## src/rtl/rv_stream_gen.sv

```systemverilog
// rv_stream_gen
//    Ready/valid burst transmitter. A one-cycle start pulse latches a burst
//    length, an inter-beat gap and a seed value. The block then emits
//    burst_len beats, honouring out_ready backpressure. It optionally inserts
//    gap_len idle cycles after every accepted beat except the last.
//
//    Optional feature macro: RV_GEN_LFSR_EN
//       defined   : beats advance as a 16-bit right-shift Galois LFSR
//                   (taps 0xB400). Requires DATA_W == 16. A zero seed loads as 0x0001.
//       undefined : beats advance by +1, wrapping all-ones to zero.
//
// Ports
//    clk        : clock, rising-edge
//    reset_n    : asynchronous active-low reset
//    start      : one-cycle pulse, samples burst_len / gap_len / seed when idle
//    burst_len  : beats in the burst (0 = empty burst, done pulse only)
//    gap_len    : idle cycles after each accepted non-final beat
//    seed       : value of the first beat
//    out_ready  : downstream ready
//    out_valid  : beat valid
//    data_out   : beat payload
//    out_last   : marks the final beat of the burst
//    busy       : burst in progress (SEND or GAP)
//    done       : one-cycle pulse when the burst completes
//    beat_count : accepted beats since reset, wraps

module rv_stream_gen #(
   parameter int DATA_W = 16,
   parameter int LEN_W  = 16,
   parameter int GAP_W  = 8
) (
   input  logic              clk,
   input  logic              reset_n,
   input  logic              start,
   input  logic [LEN_W-1:0]  burst_len,
   input  logic [GAP_W-1:0]  gap_len,
   input  logic [DATA_W-1:0] seed,
   input  logic              out_ready,
   output logic              out_valid,
   output logic [DATA_W-1:0] data_out,
   output logic              out_last,
   output logic              busy,
   output logic              done,
   output logic [LEN_W-1:0]  beat_count
);

   typedef enum logic [1:0] {IDLE, SEND, GAP, FIN} state_t;

   state_t             state_reg, state_next;
   logic [DATA_W-1:0]  data_reg, data_next;
   logic [LEN_W-1:0]   remaining_reg, remaining_next;
   logic [GAP_W-1:0]   gap_len_reg, gap_len_next;
   logic [GAP_W-1:0]   gap_cnt_reg, gap_cnt_next;
   logic [LEN_W-1:0]   beat_count_reg, beat_count_next;
   logic [DATA_W-1:0]  seed_load;

`ifdef RV_GEN_LFSR_EN
   localparam logic [DATA_W-1:0] LFSR_TAPS = DATA_W'(16'hB400);

   // An all-zero state would lock the LFSR, so a zero seed starts at 1.
   assign seed_load = (seed == '0) ? DATA_W'(1) : seed;

   function automatic logic [DATA_W-1:0] advance(input logic [DATA_W-1:0] d);
      return (d >> 1) ^ (d[0] ? LFSR_TAPS : '0);
   endfunction
`else
   assign seed_load = seed;

   function automatic logic [DATA_W-1:0] advance(input logic [DATA_W-1:0] d);
      return d + DATA_W'(1);
   endfunction
`endif

   always_ff @(posedge clk or negedge reset_n) begin
      if (!reset_n) begin
         state_reg      <= IDLE;
         data_reg       <= '0;
         remaining_reg  <= '0;
         gap_len_reg    <= '0;
         gap_cnt_reg    <= '0;
         beat_count_reg <= '0;
      end else begin
         state_reg      <= state_next;
         data_reg       <= data_next;
         remaining_reg  <= remaining_next;
         gap_len_reg    <= gap_len_next;
         gap_cnt_reg    <= gap_cnt_next;
         beat_count_reg <= beat_count_next;
      end
   end

   always_comb begin
      state_next      = state_reg;
      data_next       = data_reg;
      remaining_next  = remaining_reg;
      gap_len_next    = gap_len_reg;
      gap_cnt_next    = gap_cnt_reg;
      beat_count_next = beat_count_reg;

      case (state_reg)
         IDLE: begin
            // start is only honoured here; in every other state it is ignored.
            if (start) begin
               data_next      = seed_load;
               remaining_next = burst_len;
               gap_len_next   = gap_len;
               state_next     = (burst_len != '0) ? SEND : FIN;
            end
         end
         SEND: begin
            // Without out_ready nothing changes, so data and last stay stable.
            if (out_ready) begin
               remaining_next  = remaining_reg - LEN_W'(1);
               beat_count_next = beat_count_reg + LEN_W'(1);
               data_next       = advance(data_reg);
               if (remaining_reg == LEN_W'(1)) begin
                  state_next = FIN;
               end else if (gap_len_reg != '0) begin
                  // GAP lasts gap_len cycles: it counts down to zero inclusive.
                  gap_cnt_next = gap_len_reg - GAP_W'(1);
                  state_next   = GAP;
               end
            end
         end
         GAP: begin
            if (gap_cnt_reg == '0) begin
               state_next = SEND;
            end else begin
               gap_cnt_next = gap_cnt_reg - GAP_W'(1);
            end
         end
         FIN: begin
            state_next = IDLE;
         end
         default: begin
            state_next = IDLE;
         end
      endcase
   end

   assign out_valid  = (state_reg == SEND);
   assign out_last   = out_valid && (remaining_reg == LEN_W'(1));
   assign busy       = (state_reg == SEND) || (state_reg == GAP);
   assign done       = (state_reg == FIN);
   assign data_out   = data_reg;
   assign beat_count = beat_count_reg;

endmodule

```

## config.mk

```make
export PLATFORM = sky130hd
export DESIGN_NAME = rv_stream_gen
export DESIGN_NICKNAME = d
export VERILOG_FILES = /design/src/rtl/rv_stream_gen.sv
export SDC_FILE = /design/constraint.sdc
export NUM_CORES = 1
export LEC_CHECK = 0
export ABC_CLOCK_PERIOD_IN_PS = 6000
export BUFFER_PORTS_ARGS = -buffer_cell sky130_fd_sc_hd__buf_2
export CORE_ASPECT_RATIO = 1.4
export CORE_UTILIZATION = 50
export CTS_BUF_LIST = sky130_fd_sc_hd__clkbuf_8
export CTS_CLUSTER_DIAMETER = 50
export DETAILED_ROUTE_END_ITERATION = 8
export GPL_ROUTABILITY_DRIVEN = 0
export PLACE_DENSITY_LB_ADDON = 0.05
export SKIP_LAST_GASP = 1
export SLEW_MARGIN = 20
export SYNTH_ARGS = -nofsm -noshare
export SYNTH_HDL_FRONTEND = slang
export SYNTH_SLANG_ARGS = --single-unit
```

## constraint.sdc

```tcl
create_clock -name clk -period 6 [get_ports clk]
set_input_delay 0 -clock clk [delete_from_list [all_inputs] [get_ports clk]]
set_output_delay 0 -clock clk [all_outputs]
set_load 0.03 [all_outputs]
```

* Word-level counts from Yosys, hierarchy flattened
Index checks and enable logic that the tools add are counted.
** Word-level totals
- Register bits :: 66
- Bits of input ports :: 44
** Operators by class
- Add/subtract/negate cells :: 5
- Equality and inequality tests :: 11
- Multiplexer cells :: 18
- Reductions and logical operators :: 13
** Operators by type and width (number)
- $mux W16 :: 4
- $pmux W16 S2 :: 2
- $add A16 B1 Y16 const B :: 2
- $mux W8 :: 4
- $eq A16 B1 Y1 const B :: 1
- $pmux W8 S2 :: 1
- $reduce_bool A16 Y1 :: 1
- $sub A16 B1 Y16 const B :: 1
- $sub A8 B1 Y8 const B :: 2
- $mux W2 :: 6
- $ne A2 B2 Y1 const B :: 5
- $logic_not A8 Y1 :: 1
- $pmux W2 S4 :: 1
- $reduce_bool A8 Y1 :: 1
- $reduce_and A5 Y1 :: 1
- $eq A2 B2 Y1 const B :: 2
- $reduce_and A2 Y1 :: 2
- $reduce_and A4 Y1 :: 1
- $reduce_bool A2 Y1 :: 2
- $ne A3 B1 Y1 const B :: 1
- $reduce_and A3 Y1 :: 1
- $eq A2 B1 Y1 const B :: 1
- $logic_not A2 Y1 :: 1
- $ne A2 B1 Y1 const B :: 1
- other kinds (2) :: 2

* Longest topological paths before layout
Gate-level depths: netlist of the first run.
- Depth after elaboration :: 5
- Mapped depth :: 10
- Gate-level depth less buffers :: 8

* Worst setup path before layout of the first run
OpenSTA, ideal clock, no wires.
- Path type :: register -> register
- From :: register state_reg[1]
- To :: register beat_count_reg[15], in the netlist beat_count[15]
- Library setup time :: 0.133 ns
- Arrival time :: 2.190 ns
- Data required time :: 5.867 ns
- Setup slack :: 3.677 ns
- Cell stages (with the launch flop) :: 10
- Path buffers :: 1
- Clock period less this slack :: 2.323 ns
- Path through :: dfrtp_1 -> inv_1 -> ha_1 -> clkbuf_1 -> and2_1 -> nand4_1 -> or2_2 -> nor2_1 -> nand4_1 -> xnor2_1
** Between the ends
- Longest elaborated chain between the ends :: 2
** RTL lines
- start, declared :: RTL line 49 : state_t state_reg, state_next;
- start signal, assigned :: RTL line 83 : state_reg <= state_next;
- $eq A2 B1 Y1
- via out_valid :: RTL line 39 : output logic out_valid,
- $reduce_and A2 Y1 (no source line)
- end signal, assigned :: RTL line 88 : beat_count_reg <= beat_count_next;
- end, declared :: RTL line 54 : logic [LEN_W-1:0] beat_count_reg, beat_count_next;
The timed path passes the listed nets, and every way through them passes these cells.
A chain may end at the register's enable or synchronous reset.

* Final worst setup path of the first run
- From :: register state_reg[1]
- To :: register data_reg[9], in the netlist data_out[9]
** Between the ends
- Longest elaborated chain between the ends :: 3
- Elaborated cells between the ends (all ways) :: 7
** RTL lines
- $eq A2 B1 Y1 or $logic_not A2 Y1 (tied branches) :: RTL line 100 : case (state_reg)
- $ne A2 B2 Y1 (no source line) or $reduce_bool A2 Y1 (tied branches)
- $reduce_and A3 Y1 (no source line)
- end signal, assigned :: RTL line 84 : data_reg <= data_next;
- end, declared :: RTL line 50 : logic [DATA_W-1:0] data_reg, data_next;
Several ways; a longest one is shown, not always the timed one.

==> summary.md, run 1 <==
| Metric | Value |
|---|---|
| Hold path depth | `5` |
| Worst relative slew slack | `43.9%` |
| Leak pwr | `2.15 nW` |
| Die Ht | `105 um` |
| WHS Endpoint | `remaining_reg[1]` |
| Final Cycle Share | `44.6%` |
| H-tree Lvls | `3` |
| Vias in the first global route | `3424` |
| Tmin final | `2680 ps` |
| Post-Syn Area per Cell | `9.09 um^2` |
| Layout cell share with drive strength beyond 1 | `23.3%` |
| FFs w/ async S/R, synth | `100%` |
| Max-slew violation count | `0` |
| Cell Pwr Density | `546 mW/mm^2` |
| Status | `finished clean` |
| Post-DP HPWL | `6410 um` |
| Top-Level Pins | `80` |
| Cell mode on critical path | `buf_4` |
| Filler Cells Inserted | `643` |
| Wire per inst | `14.9 um` |
| Worst path top cell family by delay | `buffers and inverters` |
| Element type at the critical path start | `flop` |
| # diodes | `0` |
| HP Class | `input port to flop` |
| Worst Tran Pin Value | `841 ps` |
| # setup viols final | `0` |
| Die area | `0.00799 mm^2` |
| Max Cap Viol | `0` |
| Post-synthesis instance total | `420` |
| Cells after DPL | `583` |
| Fin Clk Skew | `7.82 ps` |
| Largest net degree at the start of global routing | `67` |
| Initial core utilization | `51.8%` |
| Switch Pwr | `1.22 mW` |
| Synth warn | `0` |
| Worst EP arrival | `2920 ps` |
| CTS tree | `yes` |
| RSZ-0062 raised after global routing | `false` |
| Setup repair bufs after CTS | `0` |
| Fmax | `373 MHz` |
| CTS buffer count | `9` |
| Clock root buffer | `clkbuf_8` |
| Routed wire length | `9460 um` |
| CTS sink count | `66` |
| Hold Vio Cnt, Final | `0` |
| P&R area growth vs syn | `28.2%` |
| FF-to-FF path depth | `10` |
| Switch share | `45.7%` |
| Worst Setup SP | `state_reg[1]` |
| FF-to-FF Start | `state_reg[1]` |
| Syn_nets | `474` |
| Final-stage net count | `586` |
| Register area | `0.00165 mm^2` |
| Worst reg2reg endpoint | `data_out[9]` |
| Setup CP Type | `flop to flop` |
| Reg clk slew, reported paths | `80 ps` |
| Cell variety after synth | `50` |
| Row cnt | `37` |
| Critical path endpoint category | `flop` |
| Synthesized flop and latch total | `66` |
| Core area | `0.00736 mm^2` |
| Worst min-delay path startpoint | `burst_len[1]` |
| Clk pwr share | `17.3%` |
| Combinational share of power | `49.5%` |
| Total GRT Usage | `25.6%` |
| Drt pass-1 iters | `4` |
| Pint | `1.45 mW` |
| Max rail drop VDD | `0.306 mV` |
| Clk buf depth | `2` |
| R2r setup slk | `3320 ps` |
| Die X | `75.8 um` |
| Register share of total power | `33.2%` |
| Drt via density | `5.61` |
| CP bufs+invs | `3` |
| Crit-path cells | `inv_1, ha_2, buf_4, or2_2, o211ai_1, buf_4, nor3_1, and3_1, o21ai_0, o221a_2` |
| Post-CTS resize count | `0` |
| Finished Layout Cells | `633` |
| Predominant post-synthesis flop cell | `dfrtp_1` |
| Clk Latency, worst-skew pair | `350 ps` |
| Starting DRT DRC Count | `214` |
| Max stage delay on crit path | `460 ps` |
| Setup TNS | `0 ps` |
| Total global routing overflow | `0` |
| Post-synthesis sequential area ratio | `43.3%` |
| DRC viols | `0` |
| Initial antenna violation count | `0` |
| Post-synth EDFFs | `0` |
| # hold bufs at CTS | `35` |
| Slowest cell on the critical path | `ha_2` |
| DRT antenna net count | `0` |
| Critical Path Fanout Max | `43` |
| Synthesized cell area | `0.00382 mm^2` |
| Input/output buffers | `79` |
| Global-route wire length before repair | `15600 um` |
| Area of the multi-input gates | `0.00205 mm^2` |
| Via count | `3549` |
| Crit path required time | `6250 ps` |
==> power groups by stage <==
| stage | registers [mW] | logic (mW) | clock network (mW) |
|---|---|---|---|
| after detailed placement | 0.895 | 1.31 | 0 |
| after global routing | 0.925 | 1.48 | 0.484 |
| after floorplan | 0.978 | 0.876 | 0 |
| final | 0.888 | 1.32 | 0.461 |
| after CTS | 0.888 | 1.33 | 0.471 |
| after global placement | 0.888 | 1.28 | 0 |
==> synth_stat cells, drive strengths merged (3+ instances only) <==
library cell	n	area share [%]
mux2	11	3.2
and2	6	0.98
ha	10	3.3
xor2	4	0.92
xnor2	16	3.7
dfrtp	66	43
nor4	7	1.5
nor2	23	2.3
nor2b	6	0.98
clkbuf	12	1.2
or3	4	0.66
nand3	21	2.8
a31oi	3	0.49
mux2i	13	3.4
a22oi	6	1.2
nor3	18	2.5
a21oi	35	4.6
o22ai	14	2.3
nand2	39	3.8
and3	8	1.3
or2	3	0.49
buf	5	0.62
o21ai	41	5.4
nand2b	3	0.56
inv	13	1.3
nand4	8	1.3
o22a	4	0.95
==> placed cells by master (no fill, tap or decap), types with 11 or more instances in the layout <==
| cell type | instances |
|---|---|
| inv_1 | 13 |
| nand3_1 | 21 |
| nor3_1 | 17 |
| mux2_2 | 11 |
| xnor2_1 | 16 |
| nand2_1 | 39 |
| o22ai_1 | 14 |
| mux2i_1 | 13 |
| a21oi_1 | 34 |
| o21ai_0 | 41 |
| dlygate4sd3_1 | 35 |
| buf_2 | 79 |
| nor2_1 | 23 |
| dfrtp_1 | 66 |
==> stage by stage <==
stage / setup slack [ps] / utilization (%) / hold slack (ps) / power (mW) / instance area [um^2]
2_1_floorplan: 3680 / - / -296 / 1.85 / 3820
3_3_place_gp: 3390 / 58.4 / 233 / 2.17 / 4300
3_5_place_dp: 3320 / 58.4 / 232 / 2.20 / 4300
4_1_cts: 3310 / 66.4 / 1.96 / 2.69 / 4890
5_1_grt: 3050 / 66.4 / 33.8 / 2.89 / 4890
6_report: 3320 / 66.4 / 23.2 / 2.67 / 4890
==> kinds of logic (layout without fill, tap and decap cells) <==
| kind of cell | after synthesis | count (layout) | synth area share, % |
|---|---|---|---|
| AOI/OAI and AO/OA | 119 | 119 | 18.8 |
| DFF | 66 | 66 | 43.3 |
| xor gates and xnor gates | 20 | 20 | 4.59 |
| buffers and inverters | 30 | 146 | 3.08 |
| adders and majority gates | 10 | 10 | 3.28 |
| muxes | 24 | 24 | 6.66 |
| and+or+nand+nor | 151 | 151 | 20.3 |
==> worst min-delay path, stage by stage <==
cell and delay [ps]:
buf_2 110, inv_1 40, mux2i_1 50, nor2_1 90, a21oi_1 50
==> area by class of cell <==
type | count | share of cell area (%)
Timing Repair Buffer | 118 | 15.9
Sequential cell | 66 | 33.8
Inverter | 13 | 0.998
Tap cell | 97 | 2.48
Clock inverter | 5 | 2.10
Clock buffer | 10 | 2.81
Multi-Input combinational cell | 324 | 42.0
==> how the worst max path moves through the flow <==
stage               depth (start not counted)             end  slack (ps)
floorplan                                   9  beat_count[15]        3680
CTS                                        10     data_out[9]        3310
detailed placement                         10     data_out[9]        3320
global placement                           10     data_out[7]        3390
global route                               10     data_out[9]        3050
finish                                     10     data_out[9]        3320
==> routing by layer <==
metal	global-route usage (%)	wire (um)	part of all wire, %	up-vias
met5	0	0	0	-
met4	9.26	190	2.0	0
met3	5.64	394	4.2	16
met2	42.0	4820	51	84
met1	32.3	4050	43	1688
li1	-	-	-	1761
No activity file was read; power rests on OpenSTA's default activity.
==> inputs of run 2 (changes only) <==
--- a/config.mk
+++ b/config.mk
@@ -5,7 +5,8 @@
 export SDC_FILE = /design/constraint.sdc
 export NUM_CORES = 1
 export LEC_CHECK = 0
-export ABC_CLOCK_PERIOD_IN_PS = 6000
+export ABC_AREA = 1
+export ABC_CLOCK_PERIOD_IN_PS = 2500
 export BUFFER_PORTS_ARGS = -buffer_cell sky130_fd_sc_hd__buf_2
 export CORE_ASPECT_RATIO = 1.4
 export CORE_UTILIZATION = 50
==> constraint.sdc (replaced) <==
create_clock -name clk -period 2.5 [get_ports clk]
set_input_delay 0 -clock clk [delete_from_list [all_inputs] [get_ports clk]]
set_output_delay 0 -clock clk [all_outputs]
set_load 0.03 [all_outputs]
==> run 2 against run 1 <==
Sequential share of layout area decreased by 3.6 points. Clock power increased by 89%. Non-clock buffer count increased by 1. Fmax increased by 26%. Power increased by 150%. Setup slack got worse by 3000 ps. Critical path type unchanged. Largest cell class unchanged. Largest power group unchanged.
==> summary.md, run 2 <==
| Metric | Value |
|---|---|
| Max stage delay on crit path | `480 ps` |
| Worst min-delay path startpoint | `burst_len[5]` |
| Post-DP HPWL | `8250 um` |
| Top-count cell post-synth | `nand2_1` |
| Die X | `82.1 um` |
| Wire per inst | `13.0 um` |
| Final-stage net count | `836` |
| Post-synth EDFFs | `0` |
| Hold path depth | `5` |
| Max rail drop VDD | `0.773 mV` |
| P&R area growth vs syn | `22.0%` |
| Syn_nets | `723` |
| Finished Layout Cells | `892` |
| Clock root buffer | `clkbuf_8` |
| Total GRT Usage | `26.8%` |
| Routed wire length | `11600 um` |
| Slowest cell on the critical path | `ha_1` |
| Starting DRT DRC Count | `262` |
| Element type at the critical path start | `flop` |
| Max-slew violation count | `0` |
| Worst Setup SP | `state_reg[0]` |
| Synth warn | `0` |
| Core area | `0.00866 mm^2` |
| Worst path top cell family by delay | `adder cells` |
| Clk Latency, worst-skew pair | `360 ps` |
| Crit-path cells | `inv_1, ha_1, nand2_1, o21ai_1, ha_1, nand3_1, nand2_1, nand2_1, nand2_1, nand2_1` |
| CTS tree | `yes` |
| WHS Endpoint | `remaining_reg[5]` |
| Vias in the first global route | `4420` |
| Cells after DPL | `842` |
| DRC viols | `0` |
| Worst relative slew slack | `67.4%` |
| Fin Clk Skew | `9.79 ps` |
| Cell variety after synth | `45` |
| Largest net degree at the start of global routing | `50` |
| Synthesized flop and latch total | `66` |
| Top cells by area, synth | `dfrtp_1, nand2_1, nor2_1` |
| Reg clk slew, reported paths | `80 ps` |
| Gr busiest metal | `met2` |
| Post-Syn Area per Cell | `6.71 um^2` |
| Predominant post-synthesis flop cell | `dfrtp_1` |
| Crit path required time | `2750 ps` |
| M3 GR Usage | `3.90%` |
| Cell mode on critical path | `nand2_1` |
| H-tree Lvls | `3` |
| Tmin final | `2130 ps` |
| Drt pass-1 iters | `5` |
| Status | `finished clean` |
| Synth top cells by count | `nand2_1, nor2_1, inv_1` |
| Die area | `0.00937 mm^2` |
| CP bufs+invs | `1` |
| FFs w/ async S/R, synth | `100%` |
| R2r setup slk | `370 ps` |
| Critical Path Fanout Max | `14` |
| Critical path endpoint category | `flop` |
| # setup viols final | `0` |
| Synthesized cell area | `0.00449 mm^2` |
| Worst Tran Pin Value | `489 ps` |
| Setup TNS | `0 ps` |
| FF-to-FF path depth | `10` |
| Routing usage on met2 | `46.7%` |
| Initial antenna violation count | `0` |
| Clk buf depth | `2` |
| Cell Pwr Density | `1210 mW/mm^2` |
| Drt via density | `5.14` |
| Global-route wire length before repair | `19400 um` |
| Post-synthesis sequential area ratio | `36.8%` |
| Row cnt | `40` |
| Max Cap Viol | `0` |
| Post-synthesis instance total | `669` |
| Commonest non-fill, non-tap cell in the layout | `nand2_1` |
| Hold Vio Cnt, Final | `0` |
| Most frequent cells in the layout | `nand2_1, nor2_1, inv_1` |
| Worst reg2reg endpoint | `gap_cnt_reg[6]` |
| Final Cycle Share | `85.3%` |
| Worst EP arrival | `2390 ps` |
| CTS sink count | `66` |
| Setup CP Type | `flop to flop` |
| Via count | `4589` |
| RSZ-0062 raised after global routing | `false` |
| Filler Cells Inserted | `797` |
| CTS buffer count | `9` |
| DRT antenna net count | `0` |
| Input/output buffers | `79` |
| Total global routing overflow | `0` |
| Top-Level Pins | `80` |
| Post-CTS resize count | `0` |
| Layout cell share with drive strength beyond 1 | `16.6%` |
| FF-to-FF Start | `state_reg[0]` |
| Leak pwr | `2.89 nW` |
| Global routing usage on met1 | `31.5%` |
| Area of the multi-input gates | `0.00241 mm^2` |
| Synth top area share | `36.8%` |
| Yosys top cell by area | `dfrtp_1` |
| Initial core utilization | `51.8%` |
| # diodes | `0` |
| Die Ht | `114 um` |
| HP Class | `input port to flop` |
| Register area | `0.00165 mm^2` |
| Fmax | `469 MHz` |
## run 2: cell types whose count changed after synthesis, moves of 18 or more
cell     change
inv_1       +65
nand2_1    +183
o21ai_1     +18
nor2_1      +66
nand3_1     +22
o21ai_0     -24
## run 2: report_power, final
part | internal, mW | leakage [nW] | switching, mW
Clock | 0.431 | 0.105 | 0.439
Sequential | 1.54 | 0.781 | 0.512
Combinational | 1.23 | 2.00 | 2.50
## run 2: logic make-up (layout without fill, tap and decap cells)
| logic type | Yosys count | after routing | synth area share [%] |
|---|---|---|---|
| buffers and inverters | 103 | 221 | 9.64 |
| xor gates and xnor gates | 13 | 13 | 2.54 |
| adders and majority gates | 10 | 10 | 2.79 |
| and+or+nand+nor | 406 | 406 | 39.3 |
| muxes | 1 | 1 | 0.251 |
| AOI/OAI and AO/OA | 70 | 70 | 8.72 |
| DFF | 66 | 66 | 36.8 |
## run 2: worst max path at each step
stage / slack [ps] / cells after the start / end
after detailed placement: 410 / 10 / gap_cnt_reg[6]
final: 370 / 10 / gap_cnt_reg[6]
after global placement: 510 / 10 / gap_cnt_reg[6]
after CTS: 390 / 10 / gap_cnt_reg[6]
after global routing: 160 / 10 / gap_cnt_reg[6]
after floorplan: 680 / 9 / beat_count[11]
## run 2: worst min-delay path: stages
cell       delay, ps
buf_2            100
inv_1             40
nor2_1            30
nor2_1            90
o2bb2ai_1         60
## run 2: per-layer routing
metal / wire length [um] / vias to the layer above
li1: - / 2324
met2: 5840 / 122
met3: 441 / 34
met5: 0 / -
met1: 4900 / 2109
met4: 386 / 0
## run 2: stage by stage
step	power (mW)	hold slack, ps	instance area [um^2]	worst slack (ps)	util (%)
2_1_floorplan	4.90	-296	4490	676	-
3_3_place_gp	5.67	-18.3	4950	514	57.2
3_5_place_dp	5.75	-21.2	4950	406	57.2
4_1_cts	6.68	0.159	5480	389	63.3
5_1_grt	7.29	41.8	5480	161	63.3
6_report	6.65	6.31	5480	366	63.3
## run 2: final cells by class
| class | count | area share [%] |
|---|---|---|
| tap | 105 | 2.40 |
| timing repair buffer | 119 | 14.3 |
| sequential | 66 | 30.2 |
| clock inverter | 4 | 0.320 |
| clock buffer | 12 | 3.02 |
| multi-input combinational | 500 | 43.9 |
| inverter | 86 | 5.92 |
## run 2: what timing repair did
action                                  4_1_cts  5_1_grt
setup buffers                                 0        0
endpoints found under the setup margin        0        0
hold buffers                                 34        0
endpoints found under the hold margin        52        0
==> inputs of run 3 (changes only) <==
--- a/config.mk
+++ b/config.mk
@@ -15,6 +15,7 @@
 export DETAILED_ROUTE_END_ITERATION = 8
 export GPL_ROUTABILITY_DRIVEN = 0
 export PLACE_DENSITY_LB_ADDON = 0.05
+export RECOVER_POWER = 50
 export SKIP_LAST_GASP = 1
 export SLEW_MARGIN = 20
 export SYNTH_ARGS = -nofsm -noshare
==> run 3 against run 2 <==
Sequential power is essentially flat. Highest routed layer unchanged. Count of clock-buffer cells in the layout unchanged. Global-route usage stayed put. Register-to-register slack hardly changed. Non-clock buffer count did not move. Clock skew barely moved. Largest cell class unchanged. Power fell by 0.28%. First-iteration DRC count down 8.8%. Setup slack worse by 1.9 ps.
==> summary.md, run 3 (same netlist as run 2, synthesis figures left out) <==
| Metric | Value |
|---|---|
| Max rail drop VDD | `0.757 mV` |
| Tmin final | `2140 ps` |
| Commonest non-fill, non-tap cell in the layout | `nand2_1` |
| DRC viols | `0` |
| Hold path depth | `5` |
| CP bufs+invs | `1` |
| Final-stage net count | `836` |
| FF-to-FF path depth | `10` |
| Drt pass-1 iters | `5` |
| Fin Clk Skew | `9.79 ps` |
| DRT antenna net count | `0` |
| # setup viols final | `0` |
| Crit. path cell count | `10` |
| Total GRT Usage | `26.8%` |
| Vias in the first global route | `4420` |
| Die Ht | `114 um` |
| Starting DRT DRC Count | `239` |
| Layout cell share with drive strength beyond 1 | `14.2%` |
| Drt via density | `5.13` |
| Fmax | `468 MHz` |
| CTS buffer count | `9` |
| Initial antenna violation count | `0` |
| Global-route wire length before repair | `19400 um` |
| Setup TNS | `0 ps` |
| Final Cycle Share | `85.4%` |
| Max stage delay on crit path | `480 ps` |
| Crit path required time | `2750 ps` |
| Initial core utilization | `51.8%` |
| Worst Setup SP | `state_reg[0]` |
| # diodes | `0` |
| FF-to-FF Start | `state_reg[0]` |
| Clk Latency, worst-skew pair | `360 ps` |
| Clk buf depth | `2` |
| Element type at the critical path start | `flop` |
| Critical Path Fanout Max | `14` |
| H-tree Lvls | `3` |
| Clock root buffer | `clkbuf_8` |
| Setup CP Type | `flop to flop` |
| Leak pwr | `2.84 nW` |
| Core area | `0.00866 mm^2` |
| Routed wire length | `11600 um` |
| Worst reg2reg endpoint | `gap_cnt_reg[6]` |
| Hold Vio Cnt, Final | `0` |
| Crit-path cells | `inv_1, ha_1, nand2_1, o21ai_1, ha_1, nand3_1, nand2_1, nand2_1, nand2_1, nand2_1` |
| R2r setup slk | `360 ps` |
| Die area | `0.00937 mm^2` |
| Via count | `4575` |
| Cell mode on critical path | `nand2_1` |
| Cell Pwr Density | `1220 mW/mm^2` |
| Row cnt | `40` |
| Worst Tran Pin Value | `1090 ps` |
| Critical path endpoint category | `flop` |
| CTS tree | `yes` |
| P&R area growth vs syn | `21.4%` |
| Status | `finished clean` |
| Slowest cell on the critical path | `ha_1` |
| CTS sink count | `66` |
| Input/output buffers | `79` |
| Largest net degree at the start of global routing | `50` |
| RSZ-0062 raised after global routing | `false` |
| Wire per inst | `13.0 um` |
| Top-Level Pins | `80` |
| Reg clk slew, reported paths | `80 ps` |
| Worst path top cell family by delay | `adder cells` |
| Total global routing overflow | `0` |
| HP Class | `input port to flop` |
| Max-slew violation count | `0` |
| Die X | `82.1 um` |
| Post-DP HPWL | `8250 um` |
| Dpl ws | `406 ps` |
| Final WS setup | `364 ps` |
| Worst relative slew slack | `27.5%` |
| Most frequent cells in the layout | `nand2_1, nor2_1, inv_1` |
| Worst EP arrival | `2390 ps` |
| Worst setup path end | `gap_cnt_reg[6]` |
| Max Cap Viol | `0` |
[run 3: cell count changes in the layout (fill, tap and decap cells not counted)]
cell      change
buf_2        -19
clkbuf_1     +19
buf_4         -2
clkbuf_2      +2
[run 3: cell type report]
cell class | instances | area [um^2]
clock buffer | 12 | 165
clock inverter | 4 | 17.5
fill | 807 | 3210
inverter | 86 | 324
multi-input combinational | 500 | 2410
sequential | 66 | 1650
tap | 105 | 131
timing repair buffer | 119 | 752
[run 3: stage by stage]
step / hold WS (ps) / total power, mW / instances / instance area [um^2] / util [%]
after global placement: -18.3 / 5.67 / 842 / 4950 / 57.2
after global routing: 41.8 / 7.26 / 892 / 5450 / 62.9
final: 8.49 / 6.63 / 892 / 5450 / 62.9
after floorplan: -296 / 4.90 / 669 / 4490 / -
after CTS: 0.159 / 6.68 / 892 / 5480 / 63.3
after detailed placement: -21.2 / 5.75 / 842 / 4950 / 57.2
[run 3: worst min-delay path, stage by stage]
cell	delay, ps
buf_2	110
inv_1	40
nor2_1	30
nor2_1	90
o2bb2ai_1	60
[run 3: per-layer routing]
| layer | routed length (um) | track usage [%] |
|---|---|---|
| met2 | 5860 | 46.7 |
| met1 | 4950 | 31.5 |
| met3 | 412 | 3.90 |
| met5 | 0 | 0 |
| met4 | 386 | 12.5 |
[run 3: where the power goes]
group | switching, mW | leakage, nW | total [mW] | internal, mW
Clock | 0.438 | 0.105 | 0.870 | 0.431
Sequential | 0.515 | 0.781 | 2.06 | 1.54
Combinational | 2.51 | 1.95 | 3.71 | 1.20
[run 3: how the worst min path moves through the flow]
stage | from | end | slack [ps]
final | burst_len[5] | remaining_reg[5] | 8
after global placement | reset_n | gap_cnt_reg[7] | -20
after detailed placement | reset_n | gap_cnt_reg[7] | -20
after global routing | burst_len[8] | remaining_reg[8] | 40
after floorplan | reset_n | beat_count[0] | -300
after CTS | burst_len[15] | remaining_reg[15] | 0.2
[run 3: what timing repair did]
item | 4_1_cts | 5_1_grt
resized for setup | 0 | 0
setup buffers | 0 | 0
hold buffers | 34 | 0
hold endpoints to repair | 52 | 0
